<file path="src/rtl/lpf_ctrl_pkg.sv">
// lpf_ctrl_pkg: shared state enum, frame-size helpers and cutoff clamp for the LPF cutoff controller
package lpf_ctrl_pkg;
  typedef enum logic [1:0] {UNLOCKED, IDLE, RAMP} state_t;
  function automatic int unsigned n_of(input int unsigned lg);
    return 32'd1 << lg;
  endfunction
  function automatic int unsigned nyq_of(input int unsigned lg);
    return n_of(lg) >> 1;
  endfunction
  function automatic int unsigned clamp_cutoff(input int unsigned c, input int unsigned nyq);
    return (c > nyq) ? nyq : c;
  endfunction
endpackage

</file>
<file path="src/rtl/lpf_cutoff_ctrl_if.sv">
// lpf_cutoff_ctrl_if: cutoff-change request handshake (valid/ready + target cutoff + ramp step); master = host, slave = controller
interface lpf_cutoff_ctrl_if #(parameter int LGWIDTH = 9, parameter int LGSTEP = 6);
  logic               req_valid;
  logic               req_ready;
  logic [LGWIDTH:0]   req_cutoff;
  logic [LGSTEP-1:0]  req_step;
  modport master(output req_valid, req_cutoff, req_step, input req_ready);
  modport slave(input req_valid, req_cutoff, req_step, output req_ready);
endinterface

</file>
<file path="src/rtl/lpf_frame_counter.sv">
// lpf_frame_counter: FFT bin counter, lock flag, frame-end strobe and optional sync watchdog (LPF_CTRL_WDOG_EN)
// Ports: i_clk, i_reset_n (async, active low), i_ce/i_sync (LPF stream strobes), i_err_clr (clears o_sync_err),
//        o_locked (alignment acquired), o_lock_evt (first aligned sync this cycle), o_fe (last bin of a frame), o_sync_err (sticky)
module lpf_frame_counter #(
  parameter int LGWIDTH = 9
) (
  input  logic i_clk,
  input  logic i_reset_n,
  input  logic i_ce,
  input  logic i_sync,
  input  logic i_err_clr,
  output logic o_locked,
  output logic o_lock_evt,
  output logic o_fe,
  output logic o_sync_err
);
  logic [LGWIDTH-1:0] cnt_q, cnt_d;
  logic locked_q, sof;
  assign sof = i_ce & i_sync;
  // sync means the current sample is bin 0, so the next one is bin 1
  assign cnt_d = sof ? LGWIDTH'(1) : (i_ce ? cnt_q + 1'b1 : cnt_q);
  assign o_locked = locked_q;
  assign o_lock_evt = sof & ~locked_q;
  // a sync landing on bin N-1 truncates the frame, so it never produces a frame end
  assign o_fe = locked_q & i_ce & ~i_sync & (&cnt_q);
  always_ff @(posedge i_clk or negedge i_reset_n)
    if (!i_reset_n) begin
      cnt_q <= '0;
      locked_q <= 1'b0;
    end else begin
      cnt_q <= cnt_d;
      locked_q <= locked_q | sof;
    end
`ifdef LPF_CTRL_WDOG_EN
  logic err_q, err_set;
  // misaligned sync, or a bin 0 arriving after the wrap without its sync
  assign err_set = locked_q & i_ce & (i_sync ? (cnt_q != '0) : (cnt_q == '0));
  assign o_sync_err = err_q;
  always_ff @(posedge i_clk or negedge i_reset_n)
    if (!i_reset_n) err_q <= 1'b0;
    else err_q <= err_set | (err_q & ~i_err_clr);
`else
  logic unused_err_clr;
  assign unused_err_clr = i_err_clr;
  assign o_sync_err = 1'b0;
`endif
endmodule

</file>
<file path="src/rtl/lpf_cutoff_ctrl.sv">
// lpf_cutoff_ctrl: frame-aligned, step-ramped cutoff sequencer for the FFT-domain LPF (watchdog via LPF_CTRL_WDOG_EN)
// Ports: i_clk, i_reset_n (async, active low), i_ce/i_sync (shared with LPF), req (request handshake, slave),
//        o_cutoff (registered LPF cutoff), o_busy (ramping), o_done (target reached pulse), o_locked,
//        i_err_clr/o_sync_err (watchdog clear / sticky error)
module lpf_cutoff_ctrl
  import lpf_ctrl_pkg::*;
#(
  parameter int LGWIDTH     = 9,
  parameter int LGSTEP      = 6,
  parameter int INIT_CUTOFF = 64
) (
  input  logic               i_clk,
  input  logic               i_reset_n,
  input  logic               i_ce,
  input  logic               i_sync,
  lpf_cutoff_ctrl_if.slave   req,
  output logic [LGWIDTH:0]   o_cutoff,
  output logic               o_busy,
  output logic               o_done,
  output logic               o_locked,
  input  logic               i_err_clr,
  output logic               o_sync_err
);
  localparam int CW = LGWIDTH + 1;
  localparam int unsigned NYQ = nyq_of(LGWIDTH);
  typedef logic [CW-1:0] cut_t;
  localparam cut_t INIT = cut_t'(INIT_CUTOFF);
  state_t state_q, state_d;
  cut_t cut_q, cut_d, tgt_q, tgt_d, req_tgt, diff, step_w;
  logic [LGSTEP-1:0] step_q, step_d;
  logic done_q, done_d, acc, lock_evt, fe, up;
  lpf_frame_counter #(.LGWIDTH(LGWIDTH)) u_cnt (
    .i_clk(i_clk), .i_reset_n(i_reset_n), .i_ce(i_ce), .i_sync(i_sync), .i_err_clr(i_err_clr),
    .o_locked(o_locked), .o_lock_evt(lock_evt), .o_fe(fe), .o_sync_err(o_sync_err)
  );
  assign req.req_ready = state_q != RAMP;
  assign acc = req.req_valid & req.req_ready;
  assign req_tgt = cut_t'(clamp_cutoff(32'(req.req_cutoff), NYQ));
  assign up = tgt_q > cut_q;
  assign diff = up ? tgt_q - cut_q : cut_q - tgt_q;
  assign step_w = cut_t'(step_q);
  assign o_cutoff = cut_q;
  assign o_busy = state_q == RAMP;
  assign o_done = done_q;
  always_comb begin
    state_d = state_q;
    cut_d = cut_q;
    tgt_d = acc ? req_tgt : tgt_q;
    step_d = acc ? req.req_step : step_q;
    done_d = acc & (req_tgt == cut_q);
    case (state_q)
      UNLOCKED: state_d = lock_evt ? ((tgt_d != cut_q) ? RAMP : IDLE) : UNLOCKED;
      IDLE:     state_d = (acc && req_tgt != cut_q) ? RAMP : IDLE;
      RAMP:
        if (fe) begin
          if (step_q == '0 || diff <= step_w) begin
            cut_d = tgt_q;
            done_d = 1'b1;
            state_d = IDLE;
          end else begin
            cut_d = up ? cut_q + step_w : cut_q - step_w;
          end
        end
      default:  state_d = UNLOCKED;
    endcase
  end
  always_ff @(posedge i_clk or negedge i_reset_n)
    if (!i_reset_n) begin
      state_q <= UNLOCKED;
      cut_q <= INIT;
      tgt_q <= INIT;
      step_q <= '0;
      done_q <= 1'b0;
    end else begin
      state_q <= state_d;
      cut_q <= cut_d;
      tgt_q <= tgt_d;
      step_q <= step_d;
      done_q <= done_d;
    end
endmodule

</file>
<file path="src/flat_wrapper.sv">
// flat-port wrapper written by rule: the top's interface ports become plain ports
module lpf_cutoff_ctrl_flat import lpf_ctrl_pkg::*;
#(
  parameter int LGWIDTH     = 9,
  parameter int LGSTEP      = 6,
  parameter int INIT_CUTOFF = 64
)
  (i_clk, i_reset_n, i_ce, i_sync, o_cutoff, o_busy, o_done, o_locked, i_err_clr, o_sync_err, req_req_valid, req_req_cutoff, req_req_step, req_req_ready);
  lpf_cutoff_ctrl_if #(.LGWIDTH(LGWIDTH), .LGSTEP(LGSTEP)) req_i ();
  input  logic i_clk;
  input  logic i_reset_n;
  input  logic i_ce;
  input  logic i_sync;
  output logic [LGWIDTH:0] o_cutoff;
  output logic o_busy;
  output logic o_done;
  output logic o_locked;
  input  logic i_err_clr;
  output logic o_sync_err;
  input wire logic [$bits(req_i.req_valid)-1:0] req_req_valid;
  input wire logic [$bits(req_i.req_cutoff)-1:0] req_req_cutoff;
  input wire logic [$bits(req_i.req_step)-1:0] req_req_step;
  output wire logic [$bits(req_i.req_ready)-1:0] req_req_ready;
  assign req_i.req_valid = req_req_valid;
  assign req_i.req_cutoff = req_req_cutoff;
  assign req_i.req_step = req_req_step;
  assign req_req_ready = req_i.req_ready;
  lpf_cutoff_ctrl #(.LGWIDTH(LGWIDTH), .LGSTEP(LGSTEP), .INIT_CUTOFF(INIT_CUTOFF)) u_core (.i_clk(i_clk), .i_reset_n(i_reset_n), .i_ce(i_ce), .i_sync(i_sync), .req(req_i), .o_cutoff(o_cutoff), .o_busy(o_busy), .o_done(o_done), .o_locked(o_locked), .i_err_clr(i_err_clr), .o_sync_err(o_sync_err));
endmodule
</file>
<file path="config.mk">
export PLATFORM = sky130hd
export DESIGN_NAME = lpf_cutoff_ctrl_flat
export DESIGN_NICKNAME = d
export VERILOG_FILES = /design/src/rtl/lpf_ctrl_pkg.sv /design/src/rtl/lpf_cutoff_ctrl_if.sv /design/src/rtl/lpf_frame_counter.sv /design/src/rtl/lpf_cutoff_ctrl.sv /design/src/flat_wrapper.sv
export SDC_FILE = /design/constraint.sdc
export NUM_CORES = 1
export LEC_CHECK = 0
export CAP_MARGIN = 10
export CORE_AREA = 2 2 86 88
export DETAILED_ROUTE_END_ITERATION = 12
export DIE_AREA = 0 0 88 90
export GPL_ROUTABILITY_DRIVEN = 0
export HOLD_SLACK_MARGIN = 0.06
export PLACE_DENSITY = 0.76
export SLEW_MARGIN = 10
export SYNTH_ARGS = -nofsm -noshare
export SYNTH_HDL_FRONTEND = slang
export SYNTH_HIERARCHICAL = 1
export SYNTH_SLANG_ARGS = --single-unit
</file>
<file path="constraint.sdc">
create_clock -name i_clk -period 6.13 [get_ports i_clk]
set_input_delay 1.226 -clock i_clk [delete_from_list [all_inputs] [get_ports i_clk]]
set_output_delay 1.226 -clock i_clk [all_outputs]
set_load 0.005 [all_outputs]
</file>
# After elaboration in Yosys (flattened, before gate mapping)
# Index checks and enable logic that the tools add are counted.
# word_totals
regBits	39
word_cells	57
# op_classes
addsub	5
magnitude_cmp	3
eq_ne	8
muxes	16
n_bitwise	10
n_reduce_logical	8
# ops
operator	count
$mux W10	5
$ne A10 B10 Y1	2
$sub A10 B10 Y10	2
$mux W9	2
$add A10 B6 Y10	1
$eq A10 B10 Y1	1
$gt A10 B10 Y1	1
$gt A10 B9 Y1 const B	1
$le A10 B6 Y1	1
$mux W2	5
$sub A10 B6 Y10	1
$add A9 B1 Y9 const B	1
$reduce_and A9 Y1	1
$and A1 B1 Y1	7
$logic_not A6 Y1	1
$pmux W2 S3	1
$ne A2 B1 Y1 const B	2
$reduce_and A2 Y1	2
$mux W1	3
$eq A2 B1 Y1 const B	1
$eq A2 B2 Y1 const B	1
$logic_not A2 Y1	1
$ne A2 B2 Y1 const B	1
$not A1 Y1	2
other kinds (4)	4

# Depth between registers and ports, before layout
# depth
ltp_word	7
depth_mapped	23
depth_no_buf	21

# Hierarchy
# Netlist, hierarchy kept.
# modules_own_cells
module	instances	cells_each	area_per_inst_um2	seq_area_each_um2
lpf_cutoff_ctrl	1	394	3268.1	728.2
lpf_frame_counter	1	56	515.5	250.2

# Worst setup path before layout
# No wires, ideal clock.
# synth_path
path_kind	register -> register
from	register u_core.cut_q[2], in the netlist u_core/o_cutoff[2]
to	register u_core.cut_q[1], in the netlist u_core/o_cutoff[1]
setup_time_ns	0.128
arrival_time_ns	4.649
path_slack_ns	1.353
stages_incl_launch_ff	24
path_buffers	4
synth_period_minus_slack_ns	4.777
cell_sequence	dfrtp_1 > clkbuf_1 > inv_1 > ha_1 > clkbuf_1 > a21o_1 > a221oi_2 > o221ai_1 > and2_1 > buf_6 > or3_1 > a31oi_1 > o21ai_1 > xor2_1 > ha_1 > nand4_1 > a21oi_1 > o32a_1 > nor4b_2 > nand4_1 > nand4_2 > buf_6 > mux2i_1 > o21ai_1
# synth_between
elab_chain_len	5
word_cells_on_any_way	8
# synth_lines
element	line_no	rtl
from (decl)	lpf_cutoff_ctrl.sv:29	cut_t cut_q, cut_d, tgt_q, tgt_d, req_tgt, diff, step_w;
from (signal assigned)	lpf_cutoff_ctrl.sv:76	cut_q <= cut_d;
$sub A10 B10 Y10 / $gt A10 B10 Y1 (equally long branches)	lpf_cutoff_ctrl.sv:40, lpf_cutoff_ctrl.sv:39	
$mux W10	lpf_cutoff_ctrl.sv:40	assign diff = up ? tgt_q - cut_q : cut_q - tgt_q;
$le A10 B6 Y1	lpf_cutoff_ctrl.sv:56	if (step_q == '0 || diff <= step_w) begin
$logic_or A1 B1 Y1	lpf_cutoff_ctrl.sv:56	
$mux W10 *	lpf_cutoff_ctrl.sv:56	
# Mark *: on every way between the ends. The rest lies on a longest branch, timed or not.
# A chain may end at the register's enable or synchronous reset.

# Worst setup path in the final report
# layout_path
from	register u_core.cut_q[5], in the netlist u_core/o_cutoff[5]
to	register u_core.cut_q[0], in the netlist u_core/o_cutoff[0]
# The elaborated chain is that of the path after synthesis.

==> flow_metrics.tcl <==
set metrics [dict create \
    drive_above_1_share_pct 7.917 \
    yosys.area_share.xor_xnor_pct 6.481 \
    first_iter_violations 234 \
    syn-num-nets 512 \
    grt_usage_pct 25.68 \
    synth_simple_gate_area_share_pct 19.31 \
    die_height_um 90 \
    io_pins 37 \
    muxShareOfSynthArea_pct 5.556 \
    cts-resized-gates 0 \
    clock_sinks 39 \
    crit_path_end_kind "flip-flop" \
    ys_seq_elements 39 \
    avgViaCountPerCell 5.957 \
    slowest_delay_ns 0.53 \
    p_total_mw 1.057 \
    antenna_found_initial 0 \
    start_util_pct 53.89 \
    synth-compound-area-share_pct 22.12 \
    die_w_um 88 \
    period_share_pct 93.58 \
    cts_setup_buffers 0 \
    cts_tree "built" \
    relSlewSlack_pct 34.25 \
    stdcell_area_um2 4319 \
    setup_tns_ns 0 \
    status "finished clean" \
    startpoint "u_core/o_cutoff[5]$_DFFE_PN0P_" \
    syn_inst 450 \
    vias 3449 \
    drv_slew 0 \
    fillerInstances 614 \
    finalHoldViolCount 0 \
    ant_nets 0 \
    cts-root-buf "clkbuf_8" \
    min_from "u_core/u_cnt/cnt_q[0]$_DFFE_PN0P_" \
    min_path_cells 1 \
    r2r_start "u_core/o_cutoff[5]$_DFFE_PN0P_" \
    setup_viol 0 \
    hold_buffers 0 \
    synth_adder_area_share_pct 13.82 \
    antenna_cells 0 \
    cp_cell_sequence "inv_1 > ha_1 > and3_1 > a221oi_2 > o221ai_1 > and2_1 > mux2_2 > a31oi_1 > o21ai_1 > xor2_1 > ha_1 > nand4_1 > a21oi_1 > o32a_1 > nor4b_2 > nand4_1 > nand4_2 > mux2_2 > o21ai_1" \
    numCtsBuffers 5 \
    grt_pass1_wl_mm 16.26 \
    max_freq_mhz 174.3 \
    core_um2 7020 \
    syn_area_per_cell_um2 8.408 \
    num_rows 31 \
    synth_edf_count 0 \
    place_area_um2 4183 \
    yosys_warnings 6 \
    grt_max_degree 40 \
    syn-cell-area_um2 3784 \
    final_nets 541 \
    ir_drop_uv 122.1 \
    drt_wl_total_mm 9.944 \
    clk_pin_slew_ns 0.08 \
    grt_pass1_vias 3352 \
    remaining_drc_errors 0 \
    hpwl_mm 7.481 \
    synth_flop_cell "dfrtp_1" \
    clock_latency_ns 0.30 \
    cp_max_fo 12 \
    tightest_slew_ns 0.9826 \
    final-instance-count-excl-fill 579 \
    netlist-cell-type-count 67 \
    arrival_ns 5.96 \
    yosysSeqAreaShare_pct 25.86 \
    skew_ns 0.004857 \
    drv_cap 0 \
    leakagePower_nw 1.814 \
    rsz0062_at_grt "false" \
    first_pass_iters 5 \
    start_kind "flip-flop" \
    finalCriticalPeriod_ns 5.736 \
    routedWlPerCell_um 17.17 \
    required_ns 6.35 \
    area_growth_pct 14.15 \
    portBuffers 34 \
    critPathKind "flip-flop to flip-flop" \
    synth_top_family_by_area "compound AO/OA/AOI/OAI gates" \
    powerDensity_nw_per_um2 244.7 \
    dp_cells 571 \
    synthArstFlopShare_pct 100.0 \
    critPathSlowestCell "ha_1" \
    rr_worst_depth 19 \
    die_area_um2 7920 \
    cts_buffer_depth 2 \
    gr-total-overflow 0 \
    cts_max_level 2 \
    min_path_type "flip-flop to flip-flop" \
]
final cells by class:
cell class                 instances  area, µm²  share of cell area (%)
tap                               99      123.9                   2.868
clock inverter                     3      67.56                   1.564
inverter                          40      150.1                   3.476
timing repair buffer              40      380.4                   8.806
sequential                        39      978.4                   22.65
multi-input combinational        353       2550                   59.04
clock buffer                       5      68.82                   1.593
power breakdown:
part	total (mW)	leakage [nW]	switching (mW)	internal, mW
Sequential	0.310	0.501	0.0281	0.282
Combinational	0.486	1.25	0.268	0.218
Clock	0.261	0.0644	0.0988	0.162
Total	1.06	1.81	0.395	0.662
flip-flops by register name, indices dropped and copies added, names as in the netlist:
name                   count
u_core/o_cutoff           10
u_core/o_done              1
u_core/state_q             2
u_core/step_q              6
u_core/tgt_q              10
u_core/u_cnt/cnt_q         9
u_core/u_cnt/o_locked      1
cell usage in the layout, fill, tap and decap left out, types with 11 or more instances in the layout:
cell	instances
mux2i_1	12
clkdlybuf4s50_1	33
o21ai_0	28
ha_1	37
o21ai_1	12
dfrtp_1	37
nand4_1	12
a21oi_1	18
a21o_1	11
nor2_1	21
nand2_1	46
nor2b_1	13
xnor2_1	20
inv_1	40
critical path, delay by kind of cell (launching register included):
family | cells | cell delay (ns)
AO/OA/AOI/OAI | 7 | 1.29
XOR/XNOR | 1 | 0.16
AND/OR/NAND/NOR | 6 | 1.92
adder cells (fa/ha/maj) | 2 | 0.83
flip-flops | 1 | 0.52
multiplexers | 2 | 0.79
buffers and inverters | 1 | 0.15
stage by stage:
| stage | utilization, % | hold WS [ns] | setup WS [ns] |
|---|---|---|---|
| 2_1_floorplan | - | 0.4680 | 1.353 |
| 3_3_place_gp | 59.58 | 0.4920 | 0.6556 |
| 3_5_place_dp | 59.58 | 0.4987 | 0.4899 |
| 4_1_cts | 61.52 | 0.5170 | 0.4819 |
| 5_1_grt | 61.52 | 0.5364 | 0.1536 |
| 6_report | 61.52 | 0.5159 | 0.3937 |
cell families (layout without fill, tap and decap cells):
logic type,count (synthesis),in the layout
muxes,20,20
DFF,39,39
other,1,1
and+or+nand+nor,141,141
AOI/OAI and AO/OA,123,123
buffers and inverters,58,88
adders and majority gates,40,40
xor gates and xnor gates,28,28
routing by layer:
metal,global-route usage (%),wire length (µm)
met1,35.19,4355
met4,7.308,204
met2,41.86,4750
met3,3.581,634
met5,0,0
final timing paths:
check | to | slack (ns)
min | u_core/u_cnt/cnt_q[0]$_DFFE_PN0P_ | 0.52
max in group asynchronous | u_core/tgt_q[3]$_DFF_PN0_ | 4.49
max | u_core/o_cutoff[0]$_DFFE_PN0P_ | 0.39
min in group asynchronous | u_core/step_q[2]$_DFFE_PN0P_ | 1.06
max reg2reg | u_core/o_cutoff[0]$_DFFE_PN0P_ | 0.39
min reg2reg | u_core/u_cnt/cnt_q[0]$_DFFE_PN0P_ | 0.52
synth_stat cells (all sizes together) (3+ instances only):
cell type | number | area share [%]
nand2 | 46 | 4.6
inv | 40 | 4.0
o21ai | 40 | 5.3
dfrtp | 37 | 24
ha | 37 | 12
nor2 | 21 | 2.1
xnor2 | 20 | 4.6
a21oi | 18 | 2.4
nand4 | 13 | 2.3
nor2b | 13 | 2.1
mux2i | 12 | 3.2
a21o | 11 | 2.2
buf | 9 | 1.9
clkbuf | 9 | 0.93
mux2 | 8 | 2.4
xor2 | 8 | 1.9
and3 | 7 | 1.2
a211oi | 6 | 1.2
nand2b | 6 | 0.99
nand3 | 6 | 0.93
nor3 | 6 | 0.79
or3 | 6 | 0.99
and2 | 5 | 0.86
o31ai | 5 | 0.99
or2 | 5 | 0.83
a221oi | 4 | 1.3
a31oi | 4 | 0.66
a2111oi | 3 | 0.86
a22oi | 3 | 0.60
fa | 3 | 1.6
o211ai | 3 | 0.60
o21a | 3 | 0.60
(Power assumes the default switching activity.)
